--- config.mk ---
export PLATFORM = sky130hd
export DESIGN_NAME = imem_loader
export DESIGN_NICKNAME = d
export VERILOG_FILES = /design/src/rtl/imem_loader_pkg.sv /design/src/rtl/imem_word_packer.sv /design/src/rtl/imem_loader.sv
export SDC_FILE = /design/constraint.sdc
export NUM_CORES = 1
export LEC_CHECK = 0
export BUFFER_PORTS_ARGS = -buffer_cell sky130_fd_sc_hd__buf_2
export CORE_MARGIN = 5
export CORE_UTILIZATION = 25
export CTS_CLUSTER_SIZE = 30
export DETAILED_ROUTE_END_ITERATION = 8
export GPL_TIMING_DRIVEN = 1
export PLACE_DENSITY = 0.53
export SYNTH_ARGS = -nofsm -noshare
export SYNTH_HDL_FRONTEND = slang
export SYNTH_SLANG_ARGS = --single-unit
--- constraint.sdc ---
create_clock -name clk -period 7.5 [get_ports clk]
set_input_delay 0.375 -clock clk [delete_from_list [all_inputs] [get_ports clk]]
set_output_delay 0.375 -clock clk [all_outputs]
set_load 0.01 [all_outputs]
--- src/rtl/imem_loader_pkg.sv ---
// rtl/imem_loader_pkg.sv - shared state encodings and frame constants for the imem loader
//
// Purpose: state encoding for the loader FSM, frame layout constants and the
// 8-bit wrap-around checksum helper. Imported by imem_loader and imem_word_packer.
// Ports: none (package).

package imem_loader_pkg;

   typedef enum logic [2:0] {
      S_HDR0  = 3'd0,
      S_HDR1  = 3'd1,
      S_DATA  = 3'd2,
      S_CSUM  = 3'd3,
      S_DONE  = 3'd4,
      S_ERROR = 3'd5
   } loader_state_t;

   localparam int BYTES_PER_WORD = 4;

   function automatic logic [7:0] sum8(input logic [7:0] a, input logic [7:0] b);
      return a + b;
   endfunction

endpackage

--- src/rtl/imem_word_packer.sv ---
// rtl/imem_word_packer.sv - packs four bytes MSB-first into one 32-bit imem word
//
// Purpose: shift/assembly register with a byte index. The cycle after the
// fourth byte is accepted, o_word_valid pulses for one cycle with the word.
// Ports:
//   clk, rst        clock, asynchronous active-high reset
//   i_clear         synchronous clear of the byte index and partial word
//   i_byte_valid    a byte of the current word is accepted this cycle
//   i_byte          byte value
//   o_byte_idx      position (0..3) of the next byte within the word
//   o_word_valid    one-cycle pulse, o_word holds a complete word
//   o_word          last assembled word (held until the next one)

import imem_loader_pkg::*;

module imem_word_packer (
   input  logic        clk,
   input  logic        rst,
   input  logic        i_clear,
   input  logic        i_byte_valid,
   input  logic [7:0]  i_byte,
   output logic [1:0]  o_byte_idx,
   output logic        o_word_valid,
   output logic [31:0] o_word
);

   localparam logic [1:0] IDX_LAST = 2'(BYTES_PER_WORD - 1);

   logic [1:0]  r_idx;
   logic [23:0] r_shift;
   logic        r_word_valid;
   logic [31:0] r_word;

   always_ff @(posedge clk or posedge rst) begin
      if (rst) begin
         r_idx        <= 2'd0;
         r_shift      <= 24'd0;
         r_word_valid <= 1'b0;
         r_word       <= 32'd0;
      end else begin
         r_word_valid <= 1'b0;
         if (i_clear) begin
            r_idx   <= 2'd0;
            r_shift <= 24'd0;
         end else if (i_byte_valid) begin
            if (r_idx == IDX_LAST) begin
               r_word       <= {r_shift, i_byte};
               r_word_valid <= 1'b1;
            end
            r_shift <= {r_shift[15:0], i_byte};
            r_idx   <= r_idx + 2'd1;
         end
      end
   end

   assign o_byte_idx   = r_idx;
   assign o_word_valid = r_word_valid;
   assign o_word       = r_word;

endmodule

--- src/rtl/imem_loader.sv ---
// rtl/imem_loader.sv - byte-stream program loader writing imem and gating cpu reset
//
// Purpose: receives a frame {N[15:8], N[7:0], N x 4 data bytes, checksum},
// writes the N words to imem from address 0 and releases cpu_rst only after
// the 8-bit wrap-around checksum of header+data matches.
// Optional feature macro LOADER_TIMEOUT_EN: inter-byte timeout of TIMEOUT_CYC
// cycles in HDR1/DATA/CSUM leads to ERROR.
// Ports:
//   clk, rst      clock, asynchronous active-high reset
//   reload        one-cycle pulse, restart the load sequence
//   rx_valid      source presents a byte on rx_data
//   rx_data       byte value
//   rx_ready      loader accepts the byte this cycle
//   mem_addr      imem word address
//   mem_in        imem write data
//   mem_we        imem write enable, one-cycle pulse
//   cpu_rst       processor reset, high while not DONE
//   done          program loaded and verified
//   err           load failed

module imem_loader
   import imem_loader_pkg::*;
#(
   parameter int ADDR_WIDTH  = 12,
   parameter int TIMEOUT_CYC = 1000000
) (
   input  logic                  clk,
   input  logic                  rst,
   input  logic                  reload,
   input  logic                  rx_valid,
   input  logic [7:0]            rx_data,
   output logic                  rx_ready,
   output logic [ADDR_WIDTH-1:0] mem_addr,
   output logic [31:0]           mem_in,
   output logic                  mem_we,
   output logic                  cpu_rst,
   output logic                  done,
   output logic                  err
);

   localparam logic [16:0] MAX_WORDS = 17'(1) << ADDR_WIDTH;
   localparam logic [1:0]  IDX_LAST  = 2'(BYTES_PER_WORD - 1);

   loader_state_t r_state;
   loader_state_t w_next_state;

   logic [15:0]           r_count;
   logic [7:0]            r_sum;
   logic [ADDR_WIDTH:0]   r_word_idx;
   logic [ADDR_WIDTH-1:0] r_mem_addr;
   logic                  r_done;
   logic                  r_err;
   logic                  r_cpu_rst;

   logic        w_active;
   logic        w_accept;
   logic        w_data_accept;
   logic [15:0] w_n;
   logic [1:0]  w_byte_idx;
   logic        w_word_end;
   logic        w_last_word;
   logic        w_word_valid;
   logic [31:0] w_word;
   logic        w_timeout;

   assign w_active = (r_state == S_HDR0) || (r_state == S_HDR1) ||
                     (r_state == S_DATA) || (r_state == S_CSUM);
   assign rx_ready      = w_active && !reload;
   assign w_accept      = rx_valid && rx_ready;
   assign w_data_accept = w_accept && (r_state == S_DATA);

   // Full word count as it will be once the low header byte is stored.
   assign w_n = {r_count[15:8], rx_data};

   assign w_word_end  = w_data_accept && (w_byte_idx == IDX_LAST);
   assign w_last_word = ((17'(r_word_idx) + 17'd1) == {1'b0, r_count});

   imem_word_packer u_packer (
      .clk          (clk),
      .rst          (rst),
      .i_clear      (reload),
      .i_byte_valid (w_data_accept),
      .i_byte       (rx_data),
      .o_byte_idx   (w_byte_idx),
      .o_word_valid (w_word_valid),
      .o_word       (w_word)
   );

`ifdef LOADER_TIMEOUT_EN
   localparam int TMO_W = $clog2(TIMEOUT_CYC + 1);

   logic [TMO_W-1:0] r_tmo_cnt;
   logic             w_timed;

   // HDR0 is the idle wait for a new frame, so it never times out.
   assign w_timed   = (r_state == S_HDR1) || (r_state == S_DATA) || (r_state == S_CSUM);
   assign w_timeout = w_timed && !w_accept && (r_tmo_cnt == TMO_W'(TIMEOUT_CYC - 1));

   always_ff @(posedge clk or posedge rst) begin
      if (rst) begin
         r_tmo_cnt <= '0;
      end else if (reload || w_accept || !w_timed) begin
         r_tmo_cnt <= '0;
      end else begin
         r_tmo_cnt <= r_tmo_cnt + 1'b1;
      end
   end
`else
   logic w_unused_tmo;
   assign w_timeout    = 1'b0;
   assign w_unused_tmo = (TIMEOUT_CYC != 0);
`endif

   always_ff @(posedge clk or posedge rst) begin
      if (rst) begin
         r_state <= S_HDR0;
      end else begin
         r_state <= w_next_state;
      end
   end

   always_comb begin
      w_next_state = r_state;
      case (r_state)
         S_HDR0: begin
            if (w_accept) begin
               w_next_state = S_HDR1;
            end
         end
         S_HDR1: begin
            if (w_accept) begin
               if ({1'b0, w_n} > MAX_WORDS) begin
                  w_next_state = S_ERROR;
               end else if (w_n == 16'd0) begin
                  w_next_state = S_CSUM;
               end else begin
                  w_next_state = S_DATA;
               end
            end
         end
         S_DATA: begin
            if (w_word_end && w_last_word) begin
               w_next_state = S_CSUM;
            end
         end
         S_CSUM: begin
            if (w_accept) begin
               w_next_state = (rx_data == r_sum) ? S_DONE : S_ERROR;
            end
         end
         S_DONE:  w_next_state = S_DONE;
         S_ERROR: w_next_state = S_ERROR;
         default: w_next_state = S_ERROR;
      endcase
      if (w_timeout) begin
         w_next_state = S_ERROR;
      end
      if (reload) begin
         w_next_state = S_HDR0;
      end
   end

   always_ff @(posedge clk or posedge rst) begin
      if (rst) begin
         r_count    <= 16'd0;
         r_sum      <= 8'd0;
         r_word_idx <= '0;
         r_mem_addr <= '0;
         r_done     <= 1'b0;
         r_err      <= 1'b0;
         r_cpu_rst  <= 1'b1;
      end else begin
         r_done    <= (w_next_state == S_DONE);
         r_err     <= (w_next_state == S_ERROR);
         r_cpu_rst <= (w_next_state != S_DONE);
         if (reload) begin
            r_count    <= 16'd0;
            r_sum      <= 8'd0;
            r_word_idx <= '0;
         end else if (w_accept) begin
            case (r_state)
               S_HDR0: begin
                  r_count[15:8] <= rx_data;
                  r_sum         <= rx_data;
               end
               S_HDR1: begin
                  r_count[7:0] <= rx_data;
                  r_sum        <= sum8(r_sum, rx_data);
                  r_word_idx   <= '0;
               end
               S_DATA: begin
                  r_sum <= sum8(r_sum, rx_data);
                  // Address is latched with the final byte so it lines up
                  // with the packer's word_valid pulse on the next cycle.
                  if (w_word_end) begin
                     r_mem_addr <= r_word_idx[ADDR_WIDTH-1:0];
                     r_word_idx <= r_word_idx + 1'b1;
                  end
               end
               default: begin
               end
            endcase
         end
      end
   end

   assign mem_addr = r_mem_addr;
   assign mem_in   = w_word;
   // A write still pending when reload arrives is discarded.
   assign mem_we   = w_word_valid && !reload;
   assign cpu_rst  = r_cpu_rst;
   assign done     = r_done;
   assign err      = r_err;

endmodule

# Word level (Yosys, flattened, before mapping)
# Index checks and enable logic that the tools add are counted.
[totals]
input_bits = 12
register_bits = 114
word_cells = 82
output_inout_bits = 49
[classes]
muxes = 27
order_cmp = 1
eq_ne = 11
n_reduce_logical = 25
n_addsub = 4
n_bitwise = 1
[ops]
columns = ["cell", "count"]
rows = [
  ["two-way mux 24 bit", 2],
  ["two-way mux 13 bit", 3],
  ["two-way mux 16 bit", 2],
  ["two-way mux 8 bit", 4],
  ["case mux 13 bit (2 select lines)", 1],
  ["two-way mux 3 bit", 6],
  ["equality test 14 x 16 -> 1 bit", 1],
  ["greater-than comparator 16 x 13 -> 1 bit, second input constant", 1],
  ["logical NOT 16 bit", 1],
  ["case mux 8 bit (2 select lines)", 1],
  ["case mux 3 bit (5 select lines)", 1],
  ["adder 13 x 1 -> 14 bit, second input constant", 1],
  ["adder 13 x 1 -> 13 bit, second input constant", 1],
  ["equality test 3 bit, second input constant", 3],
  ["adder 8 bit", 1],
  ["equality test 8 bit", 1],
  ["nonzero test 2 bit", 4],
  ["equality test 3 x 2 -> 1 bit, second input constant", 2],
  ["logical AND 1 bit", 6],
  ["!= test 3 bit, second input constant", 2],
  ["AND reduction 2 bit", 3],
  ["AND reduction 3 bit", 2],
  ["nonzero test 3 bit", 2],
  ["two-way mux 1 bit", 5],
  ["other kinds (10)", 13],
]

# Depth between registers and ports, before layout
# Gate-level depths: netlist of the first run.
[depth]
depth_word = 13
mapped_depth = 9
ltp_nobuf = 9

# By module
# From an unflattened synthesis of the first run, not the netlist that was laid out.
[unflattened]
hier_cells = 546
hier_area_um2 = 5686.7
[by_module_without_submodules]
columns = ["mod", "cells_each", "area_per_inst_um2", "n_inst", "seq_area_each_um2"]
rows = [
  ["imem_loader", 390, 3269.4, 1, 1377.6],
  ["imem_word_packer", 156, 2417.3, 1, 1476.4],
]

# Worst setup path after synthesis of the first run
# No wires, ideal clock.
[synth_timing]
path_type = "flip-flop to flip-flop"
from = "reg r_word_idx[0]"
to = "reg r_state[0]"
slack_ns = 5.158
setup_ns = 0.080
synth_period_minus_slack_ns = 2.342
arrival_ns = 2.262
path_stages_with_launch = 9
path_buffers = 1
t_required_ns = 7.420
cell_sequence = "dfrtp_1 -> ha_1 -> and4_1 -> buf_4 -> and3_1 -> a21oi_1 -> or4_1 -> or4_1 -> o22ai_2"
[synth_between]
elab_chain_cells = 6
[synth_rtl]
columns = ["item", "line", "rtl"]
rows = [
  ["from (decl)", "imem_loader.sv:49", "logic [ADDR_WIDTH:0] r_word_idx;"],
  ["from (signal assigned)", "imem_loader.sv:197", "r_word_idx <= r_word_idx + 1'b1;"],
  ["adder 13 x 1 -> 14 bit", "imem_loader.sv:76", "assign w_last_word = ((17'(r_word_idx) + 17'd1) == {1'b0, r_count});"],
  ["equality test 14 x 16 -> 1 bit", "imem_loader.sv:76", ""],
  ["logical AND 1 bit", "imem_loader.sv:142", "if (w_word_end && w_last_word) begin"],
  ["two-way mux 3 bit", "imem_loader.sv:142", ""],
  ["case mux 3 bit (5 select lines)", "imem_loader.sv:124", "case (r_state)"],
  ["two-way mux 3 bit", "imem_loader.sv:158", "if (reload) begin"],
  ["net w_next_state[0]", "imem_loader.sv:45", "loader_state_t w_next_state;"],
  ["to (signal assigned)", "imem_loader.sv:118", "r_state <= w_next_state;"],
  ["to (decl)", "imem_loader.sv:44", "loader_state_t r_state;"],
]
# The timed path passes the listed nets, and every way through them passes these cells.
# A chain may end at the register's enable or synchronous reset.

# Worst setup path in the final report of the first run
[layout_timing]
from = "reg r_state[1]"
to = "reg r_state[0]"
[layout_between]
elab_chain_cells = 12
word_cells_on_any_way = 19
classes_between = "4 x eq/ne; 6 x mux; 9 x reduce/logical"
[layout_rtl]
columns = ["item", "line", "rtl"]
rows = [
  ["equality test 3 x 1 -> 1 bit or logical NOT 3 bit (tied branches)", "imem_loader.sv:66, imem_loader.sv:124", ""],
  ["logical OR 1 bit (2 in a row)", "imem_loader.sv:66", "assign w_active = (r_state == S_HDR0) || (r_state == S_HDR1) ||"],
  ["logical OR 1 bit", "imem_loader.sv:67", "(r_state == S_DATA) || (r_state == S_CSUM);"],
  ["logical AND 1 bit", "imem_loader.sv:68", "assign rx_ready = w_active && !reload;"],
  ["logical AND 1 bit", "imem_loader.sv:69", "assign w_accept = rx_valid && rx_ready;"],
  ["logical AND 1 bit", "imem_loader.sv:70", "assign w_data_accept = w_accept && (r_state == S_DATA);"],
  ["logical AND 1 bit", "imem_loader.sv:75", "assign w_word_end = w_data_accept && (w_byte_idx == IDX_LAST);"],
  ["logical AND 1 bit", "imem_loader.sv:142", ""],
  ["two-way mux 3 bit", "imem_loader.sv:142", ""],
  ["case mux 3 bit (5 select lines) (*)", "imem_loader.sv:124", ""],
  ["two-way mux 3 bit (*)", "imem_loader.sv:158", ""],
  ["net w_next_state[0]", "imem_loader.sv:45", ""],
]
# The timed path passes the listed nets; every way through them passes the cells marked *.

==> results of run 1 <==
metrics by stage:
stage          setup slack, ns  total power, mW  cell area, um^2  util (%)  hold WS [ns]
4_1_cts                   4.21             1.58             6630      30.5         0.110
3_3_place_gp              4.20            0.741             6030      27.7         0.456
3_5_place_dp              4.10            0.741             6030      27.7         0.452
6_report                  4.25             1.56             6630      30.5        0.0800
5_1_grt                   3.90             1.62             6630      30.5         0.145
2_1_floorplan             4.11            0.711             5510         -         0.439
sequential cells by signal, summed over array words and instances, names as in the netlist, 2 cells and up:
name	flops
u_packer.o_word	32
u_packer.r_shift	24
r_count	16
r_word_idx	13
mem_addr	12
r_sum	8
r_state	3
u_packer.o_byte_idx	2
per-layer routing:
layer  up-vias  share of wire, %  global-route usage [%]
met2        83                42                    16.3
met3        10               3.6                    2.80
met1      2039                54                    18.3
met5         -                 0                       0
met4         0              0.72                    3.70
li1       2193                 -                       -
cells in the mapped netlist (2+ instances only):
master,n,share of area (%)
a21o_1,5,0.68
xnor2_1,16,2.5
dfrtp_1,113,51
and3_1,2,0.23
and4_1,3,0.48
nand4_1,3,0.34
inv_1,7,0.48
nor4_1,6,0.68
mux2i_1,12,2.2
a22o_1,3,0.48
a31oi_1,3,0.34
nand2_1,211,14
nand2b_1,4,0.45
xor2_1,8,1.3
nor3b_1,2,0.27
buf_2,9,0.82
or4_1,7,0.95
buf_4,2,0.27
ha_1,9,2.0
clkbuf_1,24,1.6
and2_1,2,0.23
nor2b_1,7,0.80
nor3_1,9,0.82
nor2_2,2,0.23
o21ai_0,48,4.4
nand3_1,11,1.0
nor2_1,32,2.2
o31ai_1,5,0.68
a21oi_1,38,3.5
cells by family (layout without fill, tap and decap cells):
family | count (synthesis) | in the layout | synth area share [%]
AOI/OAI and AO/OA | 113 | 113 | 11.7
DFF | 114 | 114 | 51.8
xor gates and xnor gates | 24 | 24 | 3.82
adders and majority gates | 10 | 10 | 2.41
and+or+nand+nor | 307 | 307 | 24.3
buffers and inverters | 45 | 104 | 3.70
muxes | 12 | 12 | 2.18
cell type report:
| type | instances | area [um^2] | area share [%] |
|---|---|---|---|
| flip-flops and latches | 114 | 2850 | 43.0 |
| multi-input cells | 466 | 2450 | 37.0 |
| clock buffers | 23 | 478 | 7.21 |
| well taps | 280 | 350 | 5.28 |
| repair buffers | 65 | 338 | 5.09 |
| clock inverters | 8 | 128 | 1.92 |
| inverters | 8 | 32.5 | 0.491 |
path summary, 6_finish.rpt:
check                      slack (ns)                  end   startpoint  cells past startpoint
max                              4.25           r_state[0]   r_state[1]                      8
min                              0.08  u_packer.o_word[19]          rst                      2
max reg2reg                      4.25           r_state[0]   r_state[1]                      8
min reg2reg                      0.47          mem_addr[2]  mem_addr[2]                      2
max in group asynchronous        6.19   u_packer.o_word[3]          rst                      3
min in group clk                 0.30  u_packer.r_shift[1]   rx_data[1]                      3
worst max-delay path, delay by kind of cell, from the launching register on:
family	cells	cell delay, ns
simple gates	5	1.33
buf+inv	2	1.02
flops	1	0.64
compound gates	1	0.13
power by group through the flow:
stage	combinational, mW	clock (mW)	sequential [mW]
2_1_floorplan	0.0713	0	0.640
3_3_place_gp	0.0975	0	0.643
3_5_place_dp	0.0981	0	0.643
4_1_cts	0.0986	0.844	0.633
5_1_grt	0.110	0.877	0.634
6_report	0.0971	0.827	0.633
==> metrics.cfg, run 1 <==
[status]
status = finished clean

[power_and_ir_drop]
pwr-share-comb_pct = 6.2
swShare_pct = 22.6
pwr-share-clk_pct = 53.1
leakage_nw = 3.25
ir_drop_mv = 0.153
internal-power_mw = 1.20
power_density_mw_per_mm2 = 235
pwr-share-seq_pct = 40.7
p_sw_mw = 0.352

[floorplan]
rows = 54
start_util_pct = 25.3
die_h_um = 158
core-area_mm2 = 0.0218
io_pins = 61
dieArea_mm2 = 0.0251
die_x_um = 158

[detailed_routing]
via_per_inst = 4.49
detail_route.wl_per_cell_um = 14.8
dr.pass1.iters = 5
drt-initial-drc-count = 264
vias = 4325
ant_nets = 0
drc = 0
routed_wl_um = 14200

[setup_path]
cpMaxStageDelayCell = inv_2
crit_path_end_kind = flop
cpPeakStageDelay_ns = 0.71
crit_chain = and2b_1 > nand4_2 > buf_4 > inv_2 > nand3_1 > or4_1 > or4_1 > o22ai_2
cp_max_fo = 61
crit_type = reg2reg
critPathArrivalTime_ns = 3.57
cp_common_cell = or4_1
worstPathRequired_ns = 7.83
startpoint_type = flop

[cts]
post_cts_resized = 0
cts_tree = yes
cts_max_level = 4
cts_hold_buf = 0
cts_setup_buffers = 0
numCtsBuffers = 17
clk_pin_slew_ns = 0.05
cts_sinks = 114
root_buffer = clkbuf_16
insertion_delay_ns = 0.41
clockBufferDepth = 2

[sta]
min_period_ns = 3.25
tightest_slew_ns = 1.21
fmax_ghz = 0.308
setup_tns_ns = 0
drv_slew = 0
setup_viol_count_final = 0
min_period_over_period_pct = 43.3
max-slew-margin-rel_pct = 19.7
fin_skew_ns = 0.00558
rsz0062_at_grt = no
hold_viol_final = 0

[logic_synthesis]
synth.avg_cell_area_um2 = 8.81
async_flop_share_pct = 100
synth_edf_count = 0
syn_area_mm2 = 0.00551
ys_seq_area_share_pct = 51.8
yosys_warnings = 0
synth.net_count = 647
synthFlopType = dfrtp_1
yosysUniqueCellTypes = 51
syn_inst = 625
synth_seq_cells = 114

[global_routing]
grt_pass1_wl_um = 23600
antenna_found_initial = 0
grt_start_max_net_pins = 62
grt_overflow_total = 0
grtUsageTotal_pct = 11.9
grt_pass1_vias = 4309

[job]
cap_viol_max_count = 0

[layout]
drive_above_1_share_pct = 15.6
syn2layout_area_growth_pct = 20.4
n_antenna_cell = 0
fillCellCount = 2365
final_common_cell = nand2_1
layout_common_cells = 211 x nand2_1, 113 x dfrtp_1, 60 x buf_2, 48 x o21ai_0, 38 x a21oi_1
nets = 694
final_cells = 964

[placement]
dp_hpwl_um = 9510
port-buffer-count = 60
gp_congestion = 0.817
dp.cells = 933

[min_path]
hp-class = in2async

Note: power is estimated with default switching activity, not from simulation.
==> run 2: changes to the inputs <==
--- a/config.mk
+++ b/config.mk
@@ -11,7 +11,7 @@
 export CTS_CLUSTER_SIZE = 30
 export DETAILED_ROUTE_END_ITERATION = 8
 export GPL_TIMING_DRIVEN = 1
-export PLACE_DENSITY = 0.53
+export PLACE_DENSITY = 0.54
 export SYNTH_ARGS = -nofsm -noshare
 export SYNTH_HDL_FRONTEND = slang
 export SYNTH_SLANG_ARGS = --single-unit
==> constraint.sdc (replaced) <==
create_clock -name clk -period 2.9 [get_ports clk]
set_input_delay 0.145 -clock clk [delete_from_list [all_inputs] [get_ports clk]]
set_output_delay 0.145 -clock clk [all_outputs]
set_load 0.01 [all_outputs]
==> metrics.cfg, run 2 (same netlist as run 1, synthesis figures left out) <==
[status]
status = finished clean

[global_routing]
grt_overflow_total = 0  ; unchanged
grtUsageTotal_pct = 12.2  ; +0.25 points
grt_pass1_vias = 4326  ; +0.39%
grt_pass1_wl_um = 23900  ; +1.3%
antenna_found_initial = 0  ; unchanged
grt_start_max_net_pins = 61  ; -1.6%

[floorplan]
dieArea_mm2 = 0.0251  ; unchanged
start_util_pct = 25.3  ; unchanged
rows = 54  ; unchanged
core-area_mm2 = 0.0218  ; unchanged
die_h_um = 158  ; unchanged
io_pins = 61  ; unchanged
die_x_um = 158  ; unchanged

[power_and_ir_drop]
pwr-share-clk_pct = 53.3  ; +0.2 points
pwr-share-seq_pct = 40.2  ; -0.5 points
swShare_pct = 24.1  ; +1.4 points
finalPower_mw = 4.07  ; +160%
p_sw_mw = 0.980  ; +180%
pwr-share-comb_pct = 6.5  ; +0.3 points
power_density_mw_per_mm2 = 605  ; +160%
leakage_nw = 3.29  ; +1.2%
internal-power_mw = 3.09  ; +160%
ir_drop_mv = 0.388  ; +150%

[setup_path]
cpPeakStageDelay_ns = 0.50  ; -0.21 ns
crit_chain = ha_1 > and4_1 > and3_1 > a21oi_1 > or4_1 > or4_1 > o22ai_2
cp_common_cell = or4_1
crit_path_end_kind = flop
startpoint_type = flop
cpMaxStageDelayCell = dfrtp_1
crit_type = reg2reg
critPathArrivalTime_ns = 2.83  ; -0.74 ns
cp_max_fo = 7  ; -89%
worstPathRequired_ns = 3.23  ; -4.60 ns

[detailed_routing]
dr.pass1.iters = 5  ; unchanged
drt-initial-drc-count = 317  ; +20%
detail_route.wl_per_cell_um = 15.0  ; +1.8%
ant_nets = 0  ; unchanged
drc = 0  ; unchanged
routed_wl_um = 14600  ; +2.7%
vias = 4449  ; +2.9%
via_per_inst = 4.57  ; +1.9%

[cts]
cts_max_level = 4  ; unchanged
insertion_delay_ns = 0.41  ; about the same
numCtsBuffers = 17  ; unchanged
cts_sinks = 114  ; unchanged
clockBufferDepth = 2  ; unchanged
cts_setup_buffers = 0  ; unchanged
post_cts_resized = 0  ; unchanged
cts_hold_buf = 1  ; +1
root_buffer = clkbuf_16
cts_tree = yes
clk_pin_slew_ns = 0.06  ; about the same

[placement]
gp_congestion = 0.816  ; -0.21%
port-buffer-count = 60  ; unchanged
dp_hpwl_um = 10000  ; +5.4%

[layout]
syn2layout_area_growth_pct = 22.2
utilization_pct = 30.9  ; +0.44 points
drive_above_1_share_pct = 16.9  ; +1.3 points
fillCellCount = 2323  ; -1.8%
multiInputGateArea_mm2 = 0.00245  ; unchanged
final_common_cell = nand2_1
largest_register_ffs = 32  ; unchanged
register_area_mm2 = 0.00285  ; unchanged
layout_common_cells = 211 x nand2_1, 113 x dfrtp_1, 60 x buf_2, 48 x o21ai_0, 38 x a21oi_1
nets = 701  ; +1.0%

[sta]
drv_slew = 0  ; unchanged
max-slew-margin-rel_pct = 42.1  ; +22 points
tightest_slew_ns = 0.867  ; -0.339 ns
min_period_over_period_pct = 86.3  ; +43 points
setup_tns_ns = 0  ; unchanged
rsz0062_at_grt = no
min_period_ns = 2.50  ; -0.743 ns
hold_slack_ns = 0.0540  ; -0.0260 ns
setup_viol_count_final = 0  ; unchanged
fin_skew_ns = 0.00555  ; -0.0000378 ns
hold_viol_final = 0  ; unchanged
fmax_ghz = 0.400  ; +30%

[min_path]
hp-class = in2reg

[job]
cap_viol_max_count = 0  ; unchanged

[run 2: area by class of cell]
class | count | share of cell area [%]
Multi-Input combinational cell | 466 | 36.4
Sequential cell | 114 | 42.4
Antenna cell | 1 | 0.0372
Clock inverter | 14 | 2.64
Timing Repair Buffer | 72 | 6.21
Tap cell | 280 | 5.21
Clock buffer | 18 | 6.53
Inverter | 8 | 0.502
[run 2: through the flow]
stage	cells	cell area (um^2)	setup WS, ns
after floorplan	625	5510	0.558
after global placement	939	6100	0.503
after detailed placement	939	6100	0.453
after CTS	972	6720	0.426
after global routing	972	6720	0.324
final	973	6730	0.398
[run 2: routing by layer]
layer | part of all wire [%] | up-vias | global-route usage (%)
met4 | 0.81 | 0 | 3.05
met2 | 43 | 90 | 17.5
met5 | 0 | - | 0
met3 | 4.9 | 8 | 3.23
met1 | 51 | 2135 | 18.1
li1 | - | 2216 | -
[run 2: worst max-delay path: cells and delay by family, from the launching register on]
kind / cells / cell delay [ns]
DFF: 1 / 0.50
AOI/OAI and AO/OA: 2 / 0.18
adders and majority gates: 1 / 0.35
and+or+nand+nor: 4 / 1.40
[run 2: power by group through the flow]
stage               logic [mW]  registers, mW  clock network, mW
global placement         0.264           1.66                  0
floorplan                0.185           1.65                  0
detailed placement       0.265           1.66                  0
global route             0.298           1.64               2.30
finish                   0.263           1.64               2.17
CTS                      0.267           1.64               2.22
[run 2: path summary, 6_finish.rpt]
| check | startpoint | end | slack, ns | cells after the start |
|---|---|---|---|---|
| min reg2reg | u_packer.o_word[16] | u_packer.o_word[16] | 0.46 | 2 |
| max reg2reg | r_word_idx[0] | r_state[0] | 0.40 | 7 |
| max | r_word_idx[0] | r_state[0] | 0.40 | 7 |
| min | rx_data[1] | r_count[1] | 0.05 | 3 |
| min in group asynchronous | rst | u_packer.r_shift[20] | 0.46 | 3 |
| max in group asynchronous | rst | r_sum[1] | 1.75 | 4 |
==> run 3: changes to the inputs <==
--- a/config.mk
+++ b/config.mk
@@ -11,7 +11,7 @@
 export CTS_CLUSTER_SIZE = 30
 export DETAILED_ROUTE_END_ITERATION = 8
 export GPL_TIMING_DRIVEN = 1
-export PLACE_DENSITY = 0.54
+export PLACE_DENSITY = 0.48
 export SYNTH_ARGS = -nofsm -noshare
 export SYNTH_HDL_FRONTEND = slang
 export SYNTH_SLANG_ARGS = --single-unit
==> metrics.cfg, run 3 (same netlist as run 1, synthesis figures left out) <==
[status]
status = finished clean

[min_path]
min_path_cells = 3  ; unchanged
hp-class = in2reg

[detailed_routing]
drt-initial-drc-count = 346  ; +9.1%
detail_route.wl_per_cell_um = 15.2  ; +1.0%
drc = 0  ; unchanged
vias = 4378  ; -1.6%
routed_wl_um = 14800  ; +1.3%
ant_nets = 0  ; unchanged
via_per_inst = 4.49  ; -1.9%
dr.pass1.iters = 4  ; -1

[sta]
min_period_ns = 2.49  ; -0.0121 ns
setup_viol_count_final = 0  ; unchanged
setup_tns_ns = 0  ; unchanged
hold_slack_ns = 0.0715  ; +0.0175 ns
finalWorstSetupSlack_ns = 0.410  ; +0.0121 ns
rsz0062_at_grt = no
tightest_slew_ns = 0.737  ; -0.130 ns
fin_skew_ns = 0.0159  ; +0.0104 ns
fmax_ghz = 0.402  ; +0.49%
drv_slew = 0  ; unchanged
min_period_over_period_pct = 85.9  ; -0.42 points
max-slew-margin-rel_pct = 50.7  ; +8.6 points
hold_viol_final = 0  ; unchanged

[power_and_ir_drop]
pwr-share-seq_pct = 40.3  ; about the same
leakage_nw = 3.30  ; +0.38%
power_density_mw_per_mm2 = 602  ; -0.49%
finalPower_mw = 4.06  ; -0.29%
p_sw_mw = 0.969  ; -1.1%
ir_drop_mv = 0.388  ; +0.18%
pwr-share-comb_pct = 6.5  ; about the same
internal-power_mw = 3.09  ; about the same
pwr-share-clk_pct = 53.2  ; about the same
swShare_pct = 23.9  ; -0.20 points

[layout]
nets = 705  ; +0.57%
drive_above_1_share_pct = 16.8  ; -0.097 points
largest_register_ffs = 32  ; unchanged
fillCellCount = 2365  ; +1.8%
final_cells = 976  ; +0.31%
syn2layout_area_growth_pct = 22.4
fin_area_mm2 = 0.00674  ; +0.20%
utilization_pct = 31.0  ; +0.063 points
n_antenna_cell = 0  ; -1
layout_common_cells = 211 x nand2_1, 113 x dfrtp_1, 60 x buf_2, 48 x o21ai_0, 38 x a21oi_1
final_common_cell = nand2_1

[setup_path]
crit_chain = ha_1 > and4_1 > and3_1 > a21oi_1 > or4_1 > or4_1 > o22ai_2
cpMaxStageDelayCell = dfrtp_1
startpoint_type = flop
reg2reg_slack_ns = 0.41  ; about the same
cp_max_fo = 7  ; unchanged
crit_type = reg2reg
crit_path_end_kind = flop
worstPathRequired_ns = 3.23  ; about the same
cp_common_cell = or4_1
reg2reg_depth = 7  ; unchanged
critPathArrivalTime_ns = 2.82  ; about the same
cpPeakStageDelay_ns = 0.51  ; about the same

[cts]
numCtsBuffers = 17  ; unchanged
clk_pin_slew_ns = 0.06  ; about the same
cts_tree = yes
root_buffer = clkbuf_16
cts_sinks = 114  ; unchanged
post_cts_resized = 0  ; unchanged
cts_max_level = 4  ; unchanged
insertion_delay_ns = 0.42  ; about the same
clockBufferDepth = 2  ; unchanged

[placement]
port-buffer-count = 60  ; unchanged
dp_hpwl_um = 9870  ; -1.5%
place_ws_ns = 0.456  ; +0.00364 ns
placed_cell_area_mm2 = 0.00612  ; +0.31%
gp_congestion = 0.778  ; -4.6%
dp.cells = 942  ; +0.32%

[floorplan]
die_h_um = 158  ; unchanged
start_util_pct = 25.3  ; unchanged
rows = 54  ; unchanged
core-area_mm2 = 0.0218  ; unchanged
io_pins = 61  ; unchanged
die_x_um = 158  ; unchanged
dieArea_mm2 = 0.0251  ; unchanged

[global_routing]
grt_pass1_vias = 4502  ; +4.1%
antenna_found_initial = 0  ; unchanged
grt_start_max_net_pins = 76  ; +25%
grtUsageTotal_pct = 12.5  ; +0.37 points
grt_pass1_wl_um = 24600  ; +2.8%
grt_overflow_total = 0  ; unchanged

[job]
cap_viol_max_count = 0  ; unchanged

==> run 3: cell count changes in the layout (fill, tap and decap cells not counted) <==
cell           delta
clkinvlp_4        -2
nand4_2           -1
dlygate4sd3_1     +1
diode_2           -1
buf_12            -1
nand4_4           +1
buf_4             +4
inv_6             -1
clkbuf_1          +3
==> run 3: path summary, 6_finish.rpt <==
path | from | to
max | r_word_idx[0] | r_state[0]
min | rx_data[1] | r_count[1]
max reg2reg | r_word_idx[0] | r_state[0]
min reg2reg | u_packer.r_shift[19] | u_packer.o_word[27]
max in group asynchronous | rst | cpu_rst
min in group asynchronous | rst | u_packer.o_word[24]
==> run 3: area by class of cell <==
type                            instances  area, um^2  share of cell area (%)
Sequential cell                       114        2850                    42.3
Timing Repair Buffer                   76         438                    6.50
Multi-Input combinational cell        466        2460                    36.5
Inverter                                8        33.8                   0.501
Clock buffer                           21         450                    6.68
Tap cell                              280         350                    5.20
Clock inverter                         11         154                    2.28
==> run 3: metal layers <==
layer	global-route usage, %	up-vias	wire (um)
met3	2.56	6	662
met2	18.4	94	6440
li1	-	2213	-
met1	18.3	2065	7550
met4	4.35	0	157
met5	0	-	0
==> run 3: critical path: cells and delay by family (launching register included) <==
| kind | cells | cell delay [ns] |
|---|---|---|
| AO/OA/AOI/OAI | 2 | 0.18 |
| adder cells (fa/ha/maj) | 1 | 0.35 |
| flip-flops | 1 | 0.51 |
| AND/OR/NAND/NOR | 4 | 1.37 |
==> run 3: what timing repair did <==
item / 4_1_cts / 5_1_grt
buffers inserted: 0 / 0
endpoints found under the hold margin: 21 / 0
hold buffers: 2 / 0
==> run 3: power by group through the flow <==
stage          sequential (mW)  clock, mW  combinational (mW)
5_1_grt                   1.64       2.28               0.305
4_1_cts                   1.64       2.22               0.271
3_3_place_gp              1.66          0               0.268
6_report                  1.64       2.16               0.264
2_1_floorplan             1.65          0               0.185
3_5_place_dp              1.66          0               0.267
